## src/rtl/fetch_pkg.sv

```systemverilog
// Shared constants, state encoding and FIFO entry type for the instruction-fetch sequencer.
package fetch_pkg;

   localparam logic [31:0] HALT_WORD = 32'h0000_0063;
   localparam int unsigned ENTRY_W   = 64;

   typedef enum logic {
      RUN  = 1'b0,
      HALT = 1'b1
   } fetch_state_e;

   typedef struct packed {
      logic [31:0] pc;
      logic [31:0] word;
   } fetch_entry_t;

   // Only the last legal word wraps; addresses past the end simply keep counting.
   function automatic logic [31:0] next_seq_pc(input logic [31:0] pc, input logic [31:0] last_pc);
      if (pc == last_pc) begin
         next_seq_pc = 32'h0000_0000;
      end else begin
         next_seq_pc = pc + 32'd4;
      end
   endfunction

endpackage

```

## src/rtl/fetch_sequencer_if.sv

```systemverilog
// Fetch-side bus bundle: instruction memory port, decode handshake, redirect input and halt status.
interface fetch_sequencer_if;

   logic [31:0] imem_addr;
   logic [31:0] imem_data;
   logic        inst_valid;
   logic        inst_ready;
   logic [31:0] inst_word;
   logic [31:0] inst_pc;
   logic        redirect_valid;
   logic [31:0] redirect_pc;
   logic        halted;

   modport master (
      output imem_addr, inst_valid, inst_word, inst_pc, halted,
      input  imem_data, inst_ready, redirect_valid, redirect_pc
   );

   modport slave (
      input  imem_addr, inst_valid, inst_word, inst_pc, halted,
      output imem_data, inst_ready, redirect_valid, redirect_pc
   );

endinterface

```

## src/rtl/fetch_fifo.sv

```systemverilog
// Shift-register prefetch FIFO: entry 0 is always the head, so the head output comes straight from a flop.
module fetch_fifo #(
   parameter int DEPTH = 2,
   parameter int WIDTH = 64
) (
   input  logic             clk,
   input  logic             reset,
   input  logic             push,
   input  logic             pop,
   input  logic             flush,
   input  logic [WIDTH-1:0] push_data,
   output logic             full,
   output logic             empty,
   output logic [WIDTH-1:0] head
);

   logic [WIDTH-1:0] ent_q [DEPTH];
   logic [WIDTH-1:0] ent_d [DEPTH];
   logic [DEPTH-1:0] vld_q;
   logic [DEPTH-1:0] vld_d;
   logic             pop_s;
   logic             push_s;
   logic             taken_s;

   // Next-state: flush, else shift on pop, then drop the push into the first free slot.
   always_comb begin
      pop_s   = pop && vld_q[0];
      push_s  = push && (!vld_q[DEPTH-1] || pop_s);
      ent_d   = ent_q;
      vld_d   = vld_q;
      taken_s = !push_s;
      if (flush) begin
         vld_d = {DEPTH{1'b0}};
      end else begin
         if (pop_s) begin
            for (int i = 0; i < DEPTH - 1; i++) begin
               ent_d[i] = ent_q[i+1];
               vld_d[i] = vld_q[i+1];
            end
            vld_d[DEPTH-1] = 1'b0;
         end else begin
            vld_d = vld_q;
         end
         for (int i = 0; i < DEPTH; i++) begin
            if (!taken_s && !vld_d[i]) begin
               ent_d[i] = push_data;
               vld_d[i] = 1'b1;
               taken_s  = 1'b1;
            end else begin
               taken_s = taken_s;
            end
         end
      end
   end

   // Storage and valid bits.
   always_ff @(posedge clk) begin
      if (reset) begin
         for (int i = 0; i < DEPTH; i++) begin
            ent_q[i] <= {WIDTH{1'b0}};
         end
         vld_q <= {DEPTH{1'b0}};
      end else begin
         ent_q <= ent_d;
         vld_q <= vld_d;
      end
   end

   assign full  = vld_q[DEPTH-1];
   assign empty = !vld_q[0];
   assign head  = ent_q[0];

endmodule

```

## src/rtl/fetch_sequencer.sv

```systemverilog
// Instruction-fetch controller: owns the PC, prefetches into fetch_fifo, handles redirects.
// Optional macro HALT_DETECT_EN stops fetching at the beq x0,x0,0 self-loop and reports halted.
module fetch_sequencer
   import fetch_pkg::*;
#(
   parameter logic [31:0] RESET_PC   = 32'h0000_0000,
   parameter int unsigned MEM_WORDS  = 21,
   parameter int unsigned FIFO_DEPTH = 2
) (
   input  logic              clk,
   input  logic              reset,
   fetch_sequencer_if.master bus
);

   localparam logic [31:0] LAST_PC = 32'(4 * (MEM_WORDS - 1));

   logic [31:0]  pc_q;
   logic [31:0]  pc_d;
   fetch_state_e state_q;
   fetch_state_e state_d;
   logic         fifo_full_s;
   logic         fifo_empty_s;
   logic         pop_s;
   logic         push_s;
   fetch_entry_t push_entry_s;
   fetch_entry_t head_s;

   // PC, FSM and push/pop decisions; a redirect discards this cycle's push and pop.
   always_comb begin
      pop_s             = !fifo_empty_s && bus.inst_ready && !bus.redirect_valid;
      push_entry_s.pc   = pc_q;
      push_entry_s.word = bus.imem_data;
      push_s            = 1'b0;
      pc_d              = pc_q;
      state_d           = state_q;
      if (bus.redirect_valid) begin
         pc_d    = {bus.redirect_pc[31:2], 2'b00};
         state_d = RUN;
      end else if ((state_q == RUN) && (!fifo_full_s || pop_s)) begin
         push_s = 1'b1;
`ifdef HALT_DETECT_EN
         if (bus.imem_data == HALT_WORD) begin
            state_d = HALT;
         end else begin
            pc_d = next_seq_pc(pc_q, LAST_PC);
         end
`else
         pc_d = next_seq_pc(pc_q, LAST_PC);
`endif
      end else begin
         push_s = 1'b0;
      end
   end

   fetch_fifo #(
      .DEPTH (FIFO_DEPTH),
      .WIDTH (ENTRY_W)
   ) u_fifo (
      .clk       (clk),
      .reset     (reset),
      .push      (push_s),
      .pop       (pop_s),
      .flush     (bus.redirect_valid),
      .push_data (push_entry_s),
      .full      (fifo_full_s),
      .empty     (fifo_empty_s),
      .head      (head_s)
   );

`ifdef HALT_DETECT_EN
   logic halted_q;
   logic halted_d;

   // halted lags "HALT with an empty FIFO" by one cycle; any redirect clears it.
   always_comb begin
      if (bus.redirect_valid) begin
         halted_d = 1'b0;
      end else begin
         halted_d = (state_q == HALT) && fifo_empty_s;
      end
   end

   // Sequencer state with halt status.
   always_ff @(posedge clk) begin
      if (reset) begin
         pc_q     <= RESET_PC;
         state_q  <= RUN;
         halted_q <= 1'b0;
      end else begin
         pc_q     <= pc_d;
         state_q  <= state_d;
         halted_q <= halted_d;
      end
   end

   assign bus.halted = halted_q;
`else
   // Sequencer state.
   always_ff @(posedge clk) begin
      if (reset) begin
         pc_q    <= RESET_PC;
         state_q <= RUN;
      end else begin
         pc_q    <= pc_d;
         state_q <= state_d;
      end
   end

   assign bus.halted = 1'b0;
`endif

   assign bus.imem_addr  = pc_q;
   assign bus.inst_valid = !fifo_empty_s;
   assign bus.inst_word  = head_s.word;
   assign bus.inst_pc    = head_s.pc;

endmodule

```

## src/flat_wrapper.sv

```systemverilog
// flat-port wrapper written by rule: the top's interface ports become plain ports
module fetch_sequencer_flat import fetch_pkg::*;
#(
   parameter logic [31:0] RESET_PC   = 32'h0000_0000,
   parameter int unsigned MEM_WORDS  = 21,
   parameter int unsigned FIFO_DEPTH = 2
)
  (clk, reset, bus_imem_addr, bus_inst_valid, bus_inst_word, bus_inst_pc, bus_halted, bus_imem_data, bus_inst_ready, bus_redirect_valid, bus_redirect_pc);
  fetch_sequencer_if bus_i ();
  input  logic clk;
  input  logic reset;
  output wire logic [$bits(bus_i.imem_addr)-1:0] bus_imem_addr;
  output wire logic [$bits(bus_i.inst_valid)-1:0] bus_inst_valid;
  output wire logic [$bits(bus_i.inst_word)-1:0] bus_inst_word;
  output wire logic [$bits(bus_i.inst_pc)-1:0] bus_inst_pc;
  output wire logic [$bits(bus_i.halted)-1:0] bus_halted;
  input wire logic [$bits(bus_i.imem_data)-1:0] bus_imem_data;
  input wire logic [$bits(bus_i.inst_ready)-1:0] bus_inst_ready;
  input wire logic [$bits(bus_i.redirect_valid)-1:0] bus_redirect_valid;
  input wire logic [$bits(bus_i.redirect_pc)-1:0] bus_redirect_pc;
  assign bus_imem_addr = bus_i.imem_addr;
  assign bus_inst_valid = bus_i.inst_valid;
  assign bus_inst_word = bus_i.inst_word;
  assign bus_inst_pc = bus_i.inst_pc;
  assign bus_halted = bus_i.halted;
  assign bus_i.imem_data = bus_imem_data;
  assign bus_i.inst_ready = bus_inst_ready;
  assign bus_i.redirect_valid = bus_redirect_valid;
  assign bus_i.redirect_pc = bus_redirect_pc;
  fetch_sequencer #(.RESET_PC(RESET_PC), .MEM_WORDS(MEM_WORDS), .FIFO_DEPTH(FIFO_DEPTH)) u_core (.clk(clk), .reset(reset), .bus(bus_i));
endmodule
```

## config.mk

```make
export PLATFORM = sky130hd
export DESIGN_NAME = fetch_sequencer_flat
export DESIGN_NICKNAME = d
export VERILOG_FILES = /design/src/rtl/fetch_pkg.sv /design/src/rtl/fetch_sequencer_if.sv /design/src/rtl/fetch_fifo.sv /design/src/rtl/fetch_sequencer.sv /design/src/flat_wrapper.sv
export SDC_FILE = /design/constraint.sdc
export NUM_CORES = 1
export LEC_CHECK = 0
export CAP_MARGIN = 20
export CORE_ASPECT_RATIO = 1.1
export CORE_MARGIN = 2
export CORE_UTILIZATION = 55
export CTS_CLUSTER_DIAMETER = 40
export DETAILED_ROUTE_END_ITERATION = 8
export MAX_ROUTING_LAYER = met4
export PLACE_DENSITY = 0.86
export SLEW_MARGIN = 15
export SYNTH_ARGS = -nofsm -noshare
export SYNTH_HDL_FRONTEND = slang
export SYNTH_SLANG_ARGS = --single-unit
```

## constraint.sdc

```tcl
create_clock -name clk -period 3.6 [get_ports clk]
set_input_delay 0.9 -clock clk [delete_from_list [all_inputs] [get_ports clk]]
set_output_delay 0.9 -clock clk [all_outputs]
set_load 0.01 [all_outputs]
```

==> impl_metrics.tcl, run 1 <==
set metrics [dict create \
    timing.final.crit_share_pct 70.9 \
    path_clk_slew_ps 60 \
    dp_hpwl_um 12300 \
    grt_pass1_wl_um 31300 \
    cts_setup_buffers 0 \
    crit_cells 1 \
    slew_violations 0 \
    timing.rr.end "u_core.bus.imem_addr[22]" \
    finalSetupTns_ps 0 \
    final_hold_viol_count 0 \
    vias 6611 \
    slowest_delay_ps 660 \
    cpMaxStageDelayCell "clkdlybuf4s50_1" \
    yosys_warnings 0 \
    overflow 0 \
    setup_viol 0 \
    coreArea_um2 13800 \
    clk_latency_ps 420 \
    reg2reg_depth 7 \
    critPathKind "reg2out" \
    hold_depth 2 \
    hold_buffers 0 \
    antenna_found_initial 0 \
    timing.rr.start "u_core.bus.imem_addr[3]" \
    hp-class "reg2reg" \
    syn_inst 911 \
    max_cap_violations 0 \
    path_delay_family "buffers and inverters" \
    design_area_um2 9580 \
    diodes 0 \
    cts_tree "done" \
    startpoint_type "register" \
    wl_per_cell_um 16.8 \
    status "complete, no violations" \
    clockBufferDepth 2 \
    synth-seq-cells 162 \
    routed_wl_um 19500 \
    fin_skew_ps 7.81 \
    synth_flop_cell "dfxtp_1" \
    whs_ps 453 \
    grtUsageTotal_pct 27.3 \
    drt_first_pass_iters 7 \
    grt_start_max_net_pins 110 \
    root_buffer "clkbuf_16" \
    num_rows 45 \
    synth-edff-count 0 \
    vdd_drop_max_uv 326 \
    die-area_um2 15000 \
    synth_cell_type_count 58 \
    port_buffers 162 \
    layout_min_cycle_time_ps 2550 \
    layout.nets 1031 \
    rrSetupSlack_ps 1350 \
    cp_num_buf_inv 1 \
    area_delta_synth_final_pct 24.0 \
    grt_pass1_vias 6153 \
    cp-end-kind "primary output" \
    rsz0062_at_grt "false" \
    hold_path.startpoint "u_core.u_fifo.ent_q[8]" \
    vias_per_cell 5.69 \
    drc 0 \
    power_density_nw_per_um2 485 \
    die_w_um 117 \
    ioPinCount 166 \
    worst_slew_pin_slew_ps 617 \
    synth_seq_area_share_pct 42.0 \
    postSynthAreaPerCell_um2 8.48 \
    final_cell_mix "dfxtp_1 (162), clkdlybuf4s50_1 (161), nand2_1 (151)" \
    drtIter0Drc 665 \
    start_util_pct 56.0 \
    async_flop_share_pct 0 \
    gp_congestion 0.906 \
    drive_gt1_share_pct 6.98 \
    min_to "u_core.u_fifo.ent_q[8]" \
    crit_required_ps 2700 \
    p_leak_uw 0.00377 \
    crit_chain "clkdlybuf4s50_1" \
    crit_fanout 8 \
    cts.sinks 162 \
    ant_nets 0 \
    fmax_ghz 0.392 \
    numCtsBuffers 17 \
    cts_resized 0 \
    final_common_cell "dfxtp_1" \
    slew_headroom_pct 58.4 \
    synth_nets 981 \
    placed_cell_area_um2 8890 \
    syn-cell-area_um2 7730 \
    h-tree-depth 4 \
    die_height_um 128 \
    critPathArrivalTime_ps 1650 \
]
routing by layer:
metal / wire length (µm) / part of all wire, % / global-route usage, %
met5: 0 / 0 / -
met4: 357 / 1.8 / 10.3
met3: 1180 / 6.0 / 5.34
met2: 9680 / 50 / 44.3
met1: 8270 / 42 / 33.5
Yosys cell counts, drive strengths merged, types with 7 or more instances:
library cell	n	share of area [%]
o21ai	8	0.52
a21oi	81	5.3
nor3	8	0.79
xor2	7	0.79
clkbuf	47	2.3
nand3	16	1.1
a22oi	10	0.97
mux2i	64	8.3
buf	100	9.5
and3	8	0.65
a31oi	7	0.57
a211oi	70	6.9
nor4	9	0.81
nand4	15	1.8
inv	7	0.34
nor2	85	4.1
nand2	152	7.4
dfxtp	162	42
worst max-delay path by stage:
stage | startpoint | endpoint | slack, ps
after floorplan | bus_redirect_valid | u_core.bus.imem_addr[12] | 1440
after global placement | bus_redirect_valid | u_core.bus.imem_addr[27] | 750
after detailed placement | bus_redirect_valid | u_core.bus.imem_addr[27] | 730
after CTS | u_core.bus.imem_addr[15] | bus_imem_addr[15] | 1030
after global routing | u_core.bus.imem_addr[27] | bus_imem_addr[27] | 970
final | u_core.bus.imem_addr[27] | bus_imem_addr[27] | 1050
flip-flops by register name, indices dropped and copies added, names as in the netlist:
| name | cells |
|---|---|
| u_core.bus.imem_addr | 32 |
| u_core.u_fifo.head | 64 |
| u_core.u_fifo.vld_q | 2 |
| u_core.u_fifo.ent_q | 64 |
cell families (layout without fill, tap and decap cells):
kind of cell / after synthesis / count (layout) / share of synthesized area [%]
and+or+nand+nor: 317 / 317 / 19.0
AOI/OAI and AO/OA: 198 / 198 / 16.8
DFF: 162 / 162 / 42.0
buffers and inverters: 154 / 217 / 12.1
muxes: 64 / 64 / 8.29
xor gates and xnor gates: 13 / 13 / 1.47
adders and majority gates: 2 / 2 / 0.324
other: 1 / 1 / 0.0485
final cells by class:
class,count,area [µm²]
Clock buffer,17,425
Clock inverter,15,262
Fill cell,1068,4210
Inverter,7,26.3
Multi-Input combinational cell,595,3560
Sequential cell,162,3240
Tap cell,188,235
Timing Repair Buffer,178,1830
power breakdown:
part / total, µW / leakage, µW / internal (µW) / switching, µW
sequential: 1980 / 0.00133 / 1880 / 94.2
clock: 2100 / 0.000341 / 1370 / 730
combinational: 576 / 0.00210 / 307 / 269
total: 4650 / 0.00377 / 3560 / 1090
per-stage QoR:
step,utilization [%],instances,total power (µW),setup slack [ps]
5_1_grt,69.5,1162,4830,970
2_1_floorplan,-,911,2360,1440
6_report,69.5,1162,4650,1050
4_1_cts,69.5,1162,4680,1030
3_3_place_gp,64.5,1130,2570,754
3_5_place_dp,64.5,1130,2590,733
No activity file was read; power rests on OpenSTA's default activity.
==> inputs of run 2 (changes only) <==
CORE_UTILIZATION = 46   (was 55)
PLACE_DENSITY = 0.76   (was 0.86)
clock period = 2.1 ns   (was 3.6 ns; I/O delays follow)
==> run 2 against run 1 <==
Compared with the run above:
- sequential power increased by 70%
- critical path depth rose by 1
- via count is 0.20% higher
- highest routed layer unchanged
- final area grew 3.5%
- critical path type unchanged
- largest power group is now registers
- largest cell class unchanged
==> impl_metrics.tcl, run 2 (same netlist as run 1, synthesis figures left out) <==
set metrics [dict create \
    layout_min_cycle_time_ps 2050 \
    coreArea_um2 16400 \
    grtUsageTotal_pct 22.6 \
    crit_required_ps 1570 \
    die_height_um 140 \
    vias_per_cell 5.43 \
    path_clk_slew_ps 60 \
    p_seq_share_pct 43.8 \
    crit_chain "buf_4, clkdlybuf4s50_1" \
    power_density_nw_per_um2 775 \
    num_rows 49 \
    drive_gt1_share_pct 12.6 \
    cts_setup_buffers 0 \
    routed_wl_um 19600 \
    status "complete, no violations" \
    max_cap_violations 0 \
    clk_latency_ps 420 \
    final_hold_viol_count 0 \
    clockBufferDepth 2 \
    diodes 0 \
    ioPinCount 166 \
    h-tree-depth 4 \
    gp_congestion 0.850 \
    critPathArrivalTime_ps 1520 \
    root_buffer "clkbuf_16" \
    hp-class "reg2reg" \
    switching_share_pct 24.2 \
    setup_viol 0 \
    start_util_pct 47.2 \
    grt_start_max_net_pins 93 \
    antenna_found_initial 0 \
    cts_tree "done" \
    netSwitchingPower_uw 1860 \
    drc 0 \
    finalSetupTns_ps 0 \
    final_common_cell "clkdlybuf4s50_1" \
    slew_violations 0 \
    met3_length_um 926 \
    path_delay_family "buffers and inverters" \
    overflow 0 \
    startpoint_type "register" \
    dp_hpwl_um 13100 \
    cp_num_buf_inv 2 \
    vdd_drop_max_uv 637 \
    ant_nets 0 \
    port_buffers 162 \
    drt-met1-wl_um 8960 \
    drtIter0Drc 414 \
    critPathKind "reg2out" \
    cp-end-kind "primary output" \
    grt_pass1_wl_um 31900 \
    p_comb_share_pct 14.1 \
    p_total_uw 7690 \
    top_layer "met4" \
    p_int_uw 5830 \
    cpMaxStageDelayCell "clkdlybuf4s50_1" \
    final_cell_mix "clkdlybuf4s50_1 (160), nand2_1 (151), dfxtp_1 (141)" \
    wl_per_cell_um 16.0 \
    vias 6624 \
    wl_met2_um 9350 \
    drt_first_pass_iters 5 \
    p_leak_uw 0.00397 \
    area_delta_synth_final_pct 28.3 \
    timing.final.crit_share_pct 97.4 \
    die_w_um 128 \
    slowest_delay_ps 540 \
    rsz0062_at_grt "false" \
    numCtsBuffers 17 \
    whs_ps 452 \
    cts.sinks 162 \
    crit_fanout 5 \
    grt_pass1_vias 6296 \
    layout.nets 1074 \
    pwr-share-clk_pct 42.1 \
    die-area_um2 17900 \
    design_area_um2 9920 \
    fmax_ghz 0.489 \
    fin_skew_ps 8.15 \
    placed_cell_area_um2 9280 \
]
==> run 2: repair_timing <==
| action | in CTS | in global routing |
|---|---|---|
| gates resized for setup | 11 | 12 |
| hold buffers | 0 | 0 |
| setup endpoints to repair | 11 | 15 |
==> run 2: power by group through the flow <==
stage / logic [µW] / clock network [µW] / registers (µW)
after global routing: 1170 / 3410 / 3390
after global placement: 1060 / 0 / 3420
after CTS: 1090 / 3290 / 3360
final: 1080 / 3240 / 3370
after floorplan: 659 / 0 / 3390
after detailed placement: 1080 / 0 / 3430
==> run 2: final timing paths <==
check,from,end,slack [ps],cells past startpoint
setup / recovery,u_core.bus.imem_addr[12],bus_imem_addr[12],50,2
hold / removal,u_core.u_fifo.ent_q[4],u_core.u_fifo.ent_q[4],450,2
setup reg to reg,u_core.bus.imem_addr[2],u_core.bus.imem_addr[16],170,8
hold reg to reg,u_core.u_fifo.ent_q[4],u_core.u_fifo.ent_q[4],450,2
==> run 2: per-stage QoR <==
| stage | setup slack, ps | utilization, % | instances |
|---|---|---|---|
| finish | 54.2 | 60.6 | 1221 |
| global route | 9.70 | 60.6 | 1221 |
| CTS | 0.268 | 60.5 | 1221 |
| detailed placement | -204 | 56.7 | 1189 |
| global placement | -186 | 56.7 | 1189 |
| floorplan | 249 | - | 911 |
==> run 2: per-layer routing <==
metal | vias up | GRT usage [%]
met3 | 27 | 3.78
met5 | - | -
met2 | 181 | 35.1
li1 | 3302 | -
met4 | 0 | 7.92
met1 | 3114 | 30.0
==> run 2: area by class of cell <==
cell class                      count  area (µm²)
Timing Repair Buffer              221        2190
Multi-Input combinational cell    595        3560
Fill cell                        1379        6450
Tap cell                          204         255
Clock buffer                       22         454
Clock inverter                     10         158
Inverter                            7        26.3
Sequential cell                   162        3270
==> run 2: tightest hold or removal path: cells and delay by family (launching register included) <==
family	cells	cell delay (ps)
AO/OA/AOI/OAI	1	50
flip-flops	1	300
AND/OR/NAND/NOR	1	50
==> inputs of run 3 (changes only) <==
CELL_PAD_IN_SITES_DETAIL_PLACEMENT = 1   (was unset)
CELL_PAD_IN_SITES_GLOBAL_PLACEMENT = 1   (was unset)
CORE_UTILIZATION = 35   (was 46)
CTS_BUF_LIST = sky130_fd_sc_hd__clkbuf_4 sky130_fd_sc_hd__clkbuf_8   (was unset)
PLACE_DENSITY = unset   (was 0.76)
PLACE_DENSITY_LB_ADDON = 0.1   (was unset)
==> run 3 against run 2 <==
Compared with the run above:
- non-clock buffer count rose by 18
- sequential share of layout area barely moved
- power decreased by 12%
- global-route usage is 2.2 points lower
- register-to-register slack improved by 30 ps
- final area grew 0.54%
- first-iteration DRC count down 41%
- sequential cell count stayed put
- cell count rose by 9.0%
- clock skew rose by 6.0 ps
- highest routed layer unchanged
- routed wire length is 17% higher
- via count increased by 1.4%
==> impl_metrics.tcl, run 3 (same netlist as run 1, synthesis figures left out) <==
set metrics [dict create \
    port_buffers 162 \
    timing.rr.end "u_core.bus.imem_addr[30]" \
    worst_slew_pin_slew_ps 634 \
    placed_cell_area_um2 9530 \
    gp_congestion 0.800 \
    dpl_worst_slack_ps -224 \
    power_density_nw_per_um2 679 \
    h-tree-depth 4 \
    final_hold_viol_count 0 \
    vias 6715 \
    drtIter0Drc 246 \
    startpoint_type "register" \
    wl_per_cell_um 17.2 \
    timing.rr.start "u_core.bus.imem_addr[2]" \
    design_area_um2 9970 \
    ant_nets 0 \
    ioPinCount 166 \
    slew_violations 0 \
    hold_depth 2 \
    crit_fanout 4 \
    coreArea_um2 21900 \
    dp_hpwl_um 16100 \
    switching_share_pct 29.0 \
    min_to "u_core.bus.imem_addr[23]" \
    cp-end-kind "primary output" \
    clk_latency_ps 460 \
    p_int_uw 4810 \
    p_leak_uw 0.00410 \
    fin_skew_ps 14.1 \
    critPathKind "reg2out" \
    max_cap_violations 0 \
    netSwitchingPower_uw 1970 \
    p_seq_share_pct 49.2 \
    grtUsageTotal_pct 20.5 \
    cpMaxStageDelayCell "clkdlybuf4s50_1" \
    path_clk_slew_ps 100 \
    final_cell_mix "nand2_1 (151), clkdlybuf4s50_1 (145), dfxtp_1 (145)" \
    status "complete, no violations" \
    layout.nets 1092 \
    vias_per_cell 5.05 \
    vdd_drop_max_uv 346 \
    crit_required_ps 1570 \
    cts.sinks 162 \
    drc 0 \
    layout_min_cycle_time_ps 2060 \
    area_delta_synth_final_pct 29.0 \
    grt_pass1_wl_um 37600 \
    grt_start_max_net_pins 57 \
    timing.final.crit_share_pct 97.9 \
    cts_tree "done" \
    slowest_delay_ps 580 \
    drive_gt1_share_pct 14.1 \
    numCtsBuffers 17 \
    critPathArrivalTime_ps 1530 \
    setup_viol 0 \
    pwr-share-clk_pct 33.9 \
    reg2reg_depth 9 \
    hold_path.startpoint "reset" \
    routed_wl_um 22900 \
    p_comb_share_pct 16.8 \
    antenna_found_initial 1 \
    fin_ws_ps 44.5 \
    rrSetupSlack_ps 200 \
    grt_pass1_vias 6901 \
    final_common_cell "nand2_1" \
    crit_chain "buf_4, clkdlybuf4s50_1" \
    slew_headroom_pct 57.7 \
    fmax_ghz 0.487 \
    start_util_pct 35.3 \
    root_buffer "clkbuf_8" \
    hp-class "in2reg" \
    drt_first_pass_iters 5 \
    die_height_um 160 \
    die-area_um2 23300 \
    num_rows 57 \
    overflow 0 \
    die_w_um 146 \
    clockBufferDepth 2 \
]
[run 3: changes by cell type in the layout (fill, tap and decap cells not counted), sizes merged]
cell / change
dlymetal6s2s: +7
bufinv: -3
inv: +8
buf: +18
clkbuf: -4
dlygate4sd2: +8
clkinvlp: -1
diode: +1
clkdlybuf4s50: -15
[run 3: critical path: cells and delay by family, from the launching register on]
kind | cells | cell delay [ps]
buffers and inverters | 2 | 720
flip-flops | 1 | 350
[run 3: worst max path at each step]
stage	start	to	slack [ps]	depth (start not counted)
6_report	u_core.bus.imem_addr[31]	bus_imem_addr[31]	40	2
5_1_grt	u_core.bus.imem_addr[31]	bus_imem_addr[31]	-20	2
4_1_cts	u_core.bus.imem_addr[30]	bus_imem_addr[30]	0.3	1
3_5_place_dp	bus_redirect_valid	u_core.u_fifo.head[33]	-220	6
3_3_place_gp	bus_inst_ready	u_core.bus.imem_addr[31]	-190	7
2_1_floorplan	u_core.bus.imem_addr[3]	u_core.bus.imem_addr[22]	250	7
[run 3: through the flow]
stage	utilization (%)	instances	total power, µW	TNS (ps)	hold slack [ps]
finish	45.5	1331	6770	0	409
global route	45.5	1331	7100	-20.2	396
CTS	45.4	1330	6890	0	380
detailed placement	43.5	1298	4560	-14470	447
global placement	43.5	1298	4550	-14240	442
floorplan	-	911	4050	0	436
[run 3: layout make-up]
class	instances	area [µm²]
well taps	295	369
repair buffers	239	2330
fillers	2614	11900
clock buffers	18	241
clock inverters	14	143
diodes	1	2.50
multi-input cells	595	3570
flip-flops and latches	162	3280
inverters	7	26.3
[run 3: power by group through the flow]
| stage | Combinational, µW | Clock, µW | Sequential, µW |
|---|---|---|---|
| 2_1_floorplan | 659 | 0 | 3390 |
| 3_3_place_gp | 1140 | 0 | 3410 |
| 3_5_place_dp | 1150 | 0 | 3410 |
| 4_1_cts | 1160 | 2390 | 3340 |
| 5_1_grt | 1240 | 2500 | 3360 |
| 6_report | 1140 | 2300 | 3330 |
[run 3: what timing repair did]
| item | in CTS | in global routing |
|---|---|---|
| setup endpoints to repair | 21 | 12 |
| hold buffers | 0 | 0 |
| gates resized for setup | 29 | 12 |
| pin swaps | 0 | 0 |
| buffers inserted | 0 | 0 |
[run 3: routing by layer]
layer	GRT usage (%)	up-vias	routed length [µm]
met1	27.1	3239	11100
met5	-	-	0
met3	3.26	17	728
met2	33.0	127	10800
li1	-	3332	-
met4	4.95	0	233
